File: src/rtl/otter_fetch.sv
// Instruction fetch stage: single-outstanding imem reads, registered output with a 1-entry skid buffer.
// Optional FETCH_MISALIGN_CHK_EN: misaligned PCs fault locally instead of issuing a read.
module otter_fetch #(
  parameter logic [31:0] NOP_INSTR = 32'h0000_0013
) (
  input  logic        clk,
  input  logic        rst,
  input  logic [31:0] pc_addr,
  output logic        pc_w_en,
  input  logic        redirect,
  output logic        imem_req_valid,
  input  logic        imem_req_ready,
  output logic [31:0] imem_req_addr,
  input  logic        imem_rsp_valid,
  input  logic [31:0] imem_rsp_data,
  input  logic        imem_rsp_err,
  output logic        instr_valid,
  input  logic        instr_ready,
  output logic [31:0] instr,
  output logic [31:0] instr_pc,
  output logic        instr_fault,
  output logic [2:0]  fsm_state
);

`ifdef FETCH_MISALIGN_CHK_EN
  typedef enum logic [2:0] {S_REQ, S_WAIT, S_HOLD, S_DRAIN, S_FAULT} state_t;
`else
  typedef enum logic [2:0] {S_REQ, S_WAIT, S_HOLD, S_DRAIN} state_t;
`endif

  state_t      state, state_n;
  logic [31:0] req_pc;
  logic        skid_full;
  logic [31:0] skid_instr, skid_pc;
  logic        skid_fault;

  logic        req_valid, req_fire, slot_free;
  logic        load_out, load_skid, pop_skid;
  logic [31:0] ld_instr, ld_pc;
  logic        ld_fault;

  // Handshake rule: a channel transfers on a cycle where valid & ready are both high at the
  // clock edge; a raised request valid holds with a stable address until it transfers, except
  // that redirect withdraws it. The response channel has no ready and always transfers.
  assign slot_free     = ~instr_valid | instr_ready;
  assign req_fire      = req_valid & imem_req_ready;
  assign imem_req_valid = req_valid;
  assign imem_req_addr  = pc_addr;
  assign pc_w_en        = ~rst & (redirect | req_fire);
  assign fsm_state      = state;

  always_comb begin
    state_n   = state;
    req_valid = 1'b0;
    load_out  = 1'b0;
    load_skid = 1'b0;
    pop_skid  = 1'b0;
    ld_instr  = imem_rsp_err ? NOP_INSTR : imem_rsp_data;
    ld_pc     = req_pc;
    ld_fault  = imem_rsp_err;
    case (state)
      S_REQ: begin
`ifdef FETCH_MISALIGN_CHK_EN
        if (pc_addr[1:0] != 2'b00) begin
          if (slot_free) begin
            load_out = 1'b1;
            ld_instr = NOP_INSTR;
            ld_pc    = pc_addr;
            ld_fault = 1'b1;
            state_n  = S_FAULT;
          end
        end else
`endif
        begin
          req_valid = ~rst & ~redirect & ~skid_full;
          if (req_valid & imem_req_ready) state_n = S_WAIT;
        end
      end
      S_WAIT: begin
        if (imem_rsp_valid) begin
          if (slot_free) begin
            load_out = 1'b1;
            state_n  = S_REQ;
          end else begin
            load_skid = 1'b1;
            state_n   = S_HOLD;
          end
        end
      end
      S_HOLD: begin
        if (instr_ready) begin
          pop_skid = 1'b1;
          state_n  = S_REQ;
        end
      end
      S_DRAIN: begin
        if (imem_rsp_valid) state_n = S_REQ;
      end
      default: state_n = state;
    endcase
    // A response arriving with the redirect retires the outstanding read, so no drain is needed.
    if (redirect) begin
      if ((state == S_WAIT || state == S_DRAIN) && !imem_rsp_valid) state_n = S_DRAIN;
      else state_n = S_REQ;
    end
  end

  always_ff @(posedge clk) begin
    if (rst) begin
      state       <= S_REQ;
      req_pc      <= 32'h0;
      instr_valid <= 1'b0;
      instr       <= NOP_INSTR;
      instr_pc    <= 32'h0;
      instr_fault <= 1'b0;
      skid_full   <= 1'b0;
      skid_instr  <= NOP_INSTR;
      skid_pc     <= 32'h0;
      skid_fault  <= 1'b0;
    end else begin
      state <= state_n;
      if (req_fire) req_pc <= pc_addr;
      if (redirect) begin
        instr_valid <= 1'b0;
        instr       <= NOP_INSTR;
        instr_fault <= 1'b0;
        skid_full   <= 1'b0;
      end else if (load_out) begin
        instr_valid <= 1'b1;
        instr       <= ld_instr;
        instr_pc    <= ld_pc;
        instr_fault <= ld_fault;
      end else if (pop_skid) begin
        instr_valid <= 1'b1;
        instr       <= skid_instr;
        instr_pc    <= skid_pc;
        instr_fault <= skid_fault;
        skid_full   <= 1'b0;
      end else if (instr_valid & instr_ready) begin
        instr_valid <= 1'b0;
        instr       <= NOP_INSTR;
        instr_fault <= 1'b0;
      end
      if (!redirect && load_skid) begin
        skid_full  <= 1'b1;
        skid_instr <= ld_instr;
        skid_pc    <= ld_pc;
        skid_fault <= ld_fault;
      end
    end
  end

endmodule
File: config.mk
export PLATFORM = sky130hd
export DESIGN_NAME = otter_fetch
export DESIGN_NICKNAME = d
export VERILOG_FILES = /design/src/rtl/otter_fetch.sv
export SDC_FILE = /design/constraint.sdc
export NUM_CORES = 1
export LEC_CHECK = 0
export BUFFER_PORTS_ARGS = -buffer_cell sky130_fd_sc_hd__buf_2
export CELL_PAD_IN_SITES_DETAIL_PLACEMENT = 1
export CELL_PAD_IN_SITES_GLOBAL_PLACEMENT = 1
export CORE_ASPECT_RATIO = 0.8
export CORE_MARGIN = 3
export CORE_UTILIZATION = 41
export CTS_BUF_LIST = sky130_fd_sc_hd__clkbuf_16
export CTS_CLUSTER_DIAMETER = 200
export DETAILED_ROUTE_END_ITERATION = 6
export PLACE_DENSITY_LB_ADDON = 0.2
export SLEW_MARGIN = 20
export SYNTH_ARGS = -nofsm -noshare
export SYNTH_HDL_FRONTEND = slang
export SYNTH_SLANG_ARGS = --single-unit
File: constraint.sdc
create_clock -name clk -period 3.2 [get_ports clk]
set_input_delay 0.32 -clock clk [delete_from_list [all_inputs] [get_ports clk]]
set_output_delay 0.32 -clock clk [all_outputs]
set_load 0.005 [all_outputs]
==> impl_results.md <==
- Critical path class: reg2reg
- CTS Hold Bufs: 0
- Global-route wire length before repair: 30.97 mm
- R2R cell count: 5
- Crit Path Max Fanout: 39
- Synth warn: 0
- Startpoint type of the worst setup path: flop
- Initial antenna violation count: 0
- Fin nets: 1024
- Vias per cell: 5.212
- Final Wtd Congestion: 0.7295
- Count of pins over their slew limit: 0
- Worst-Skew Late Latency: 420 ps
- Setup TNS: 0 ps
- DP HPWL: 12.15 mm
- Setup Skew: 7.611 ps
- Vias in the first global route: 6290
- Worst Path Required: 3480 ps
- Syn_nets: 923
- Largest net degree at the start of global routing: 72
- Port buffer count: 172
- Hold Slack: 137.5 ps
- Clock tree root driver cell: clkbuf_16
- Max Fclk: 0.4334 GHz
- Max rail drop VDD: 312.9 uV
- Tcrit/Tclk final: 72.11%
- Routed WL: 19.40 mm
- RSZ-0062 raised after global routing: no
- Static leakage: 2.979 nW
- Clock buffer depth: 2
- Final ANT Viol Nets: 0
- Worst min path class: in2reg
- Routed WL per cell: 16.41 um
- TritonRoute pass-1 iters: 4
- Die X: 149.5 um
- Core area: 15950 um2
- Ports: 174
- Avg Inst Size Synth: 7.924 um2
- H-tree depth: 4
- Final min period: 2307 ps
- P&R area growth vs syn: 20.26%
- CTS tree: yes
- FF+latch count, synth: 166
- Run status: completed
- Synth Cell Area: 6751 um2
- Die area: 18050 um2
- Setup crit end kind: flop
- Reg clk slew, reported paths: 60 ps
- # resized after CTS: 0
- Yosys cell types: 35
- Initial core utilization: 42.32%
- Row cnt: 41
- Metal3 WL: 936 um
- Register area share after synthesis: 49.22%
- Drc violations: 0
- CTS Buf Count: 17
- Total global routing overflow: 0
- Final Setup Violations: 0
- Pwr Density: 575.8 nW/um2
- Worst-margin pin slew: 790.9 ps
- Max-slew headroom: 47.27%
- Critical Path AT: 2590 ps
- Cells after synthesis: 852
- Initial drt markers: 347
- Final Hold Fails: 0
- DR WL met2: 9.258 mm
- Via count: 6161
- # Max-Cap Violations: 0
- Hold depth: 3
- Chip Height: 120.8 um
- M1 WL: 8.896 mm
- Share of layout cells above drive strength 1: 23.29%
- Postcts setup bufs: 0
- Tot GR Track Use: 21.40%
- Clk sink count: 166
- Top layer in use: met4
report_power, final:
part           internal [mW]  total [mW]  switching (mW)
registers               2.10        2.12          0.0218
logic                  0.103       0.268           0.165
clock network           1.45        2.29           0.835
layout make-up:
class	count	area (um2)
Fill cell	1991	7835
Antenna cell	1	2.502
Clock buffer	17	425.4
Tap cell	215	269.0
Timing Repair Buffer	187	988.4
Inverter	1	3.754
Multi-Input combinational cell	580	2872
Clock inverter	15	235.2
Sequential cell	166	3323
final timing paths:
| path | from | endpoint | slack, ps |
|---|---|---|---|
| setup / recovery | fsm_state[0] | skid_instr[23] | 890 |
| hold / removal | pc_addr[15] | ld_pc[15] | 140 |
| setup reg to reg | fsm_state[0] | skid_instr[23] | 890 |
| hold reg to reg | skid_pc[19] | skid_pc[19] | 460 |
layout by cell type, fill, tap and decap left out, types with 2 or more instances in the layout:
cell	Yosys	layout
a211o_1	3	3
clkbuf_16	0	17
nand3b_1	3	3
a21o_1	3	3
buf_2	26	171
dfxtp_1	166	166
a311oi_1	33	33
nand2b_1	2	2
and2_1	2	2
or2_2	2	2
nor2b_1	31	30
clkinv_1	0	2
nand3_1	31	31
clkinvlp_4	0	4
inv_1	1	2
a21oi_1	126	126
nand2_1	254	254
a22oi_1	30	30
nor2_1	42	42
buf_4	37	15
o21ai_0	2	2
a2bb2oi_1	3	3
bufinv_16	0	6
stage by stage:
step / instances / util (%) / setup WS [ps] / instance area, um2 / total power, mW
6_report: 1182 / 50.89 / 892.6 / 8119 / 4.675
5_1_grt: 1181 / 50.87 / 781.6 / 8117 / 4.849
4_1_cts: 1181 / 50.87 / 892.3 / 8117 / 4.724
3_5_place_dp: 1149 / 46.73 / 892.7 / 7456 / 2.434
3_3_place_gp: 1149 / 46.73 / 930.2 / 7456 / 2.431
2_1_floorplan: 852 / - / 1591 / 6751 / 2.328
synth_stat cells:
| cell | instances | share of area, % |
|---|---|---|
| buf_6 | 1 | 0.17 |
| conb_1 | 1 | 0.056 |
| buf_2 | 26 | 1.9 |
| nor3_2 | 1 | 0.15 |
| dfxtp_1 | 166 | 49 |
| o31ai_1 | 1 | 0.11 |
| and3_1 | 1 | 0.093 |
| or3_1 | 1 | 0.093 |
| o21ai_0 | 2 | 0.15 |
| nand2_1 | 254 | 14 |
| nand3_1 | 31 | 2.3 |
| a22oi_1 | 30 | 3.3 |
| or2b_4 | 1 | 0.17 |
| a21oi_1 | 126 | 9.3 |
| buf_1 | 1 | 0.056 |
| a32o_1 | 1 | 0.15 |
| a311oi_1 | 33 | 4.3 |
| a211o_1 | 3 | 0.39 |
| or2_2 | 2 | 0.19 |
| nor2_1 | 42 | 2.3 |
| a2bb2oi_1 | 3 | 0.39 |
| nor2b_1 | 31 | 2.9 |
| a21o_1 | 3 | 0.33 |
| nand3b_2 | 1 | 0.17 |
| inv_1 | 1 | 0.056 |
| nor4b_1 | 1 | 0.13 |
| o21ai_1 | 1 | 0.074 |
| clkbuf_1 | 40 | 2.2 |
| nor3_1 | 1 | 0.074 |
| nand2b_1 | 2 | 0.19 |
| and2_1 | 2 | 0.19 |
| nor4bb_1 | 1 | 0.15 |
| buf_4 | 37 | 4.1 |
| nand3b_1 | 3 | 0.33 |
| a31oi_1 | 1 | 0.093 |
state kept, by name (all words and copies together) (netlist names):
register	flops
ld_pc	32
skid_pc	32
skid_full	1
instr	32
skid_fault	1
skid_instr	32
instr_fault	1
instr_pc	32
fsm_state	2
instr_valid	1
metal layers:
layer  track usage [%]  vias up
met5                 0        -
met3             4.796       21
met4             6.575        0
li1                  -     3038
met2             35.88      148
met1             27.59     2954
kinds of logic (layout without fill, tap and decap cells):
logic type,after synthesis,in the layout,share of synthesized area (%)
buffers and inverters,106,220,8.543
AND/OR/NAND/NOR,375,375,23.54
flip-flops,166,166,49.22
other,1,2,0.05554
AO/OA/AOI/OAI,204,204,18.64
worst max-delay path, cell delays in order, from the launching register on:
cell,delay [ps]
dfxtp_1,480
nand3b_2,220
or3_2,860
buf_4,400
nand2_1,120
a21oi_1,80
No activity file was read; power rests on OpenSTA's default activity.
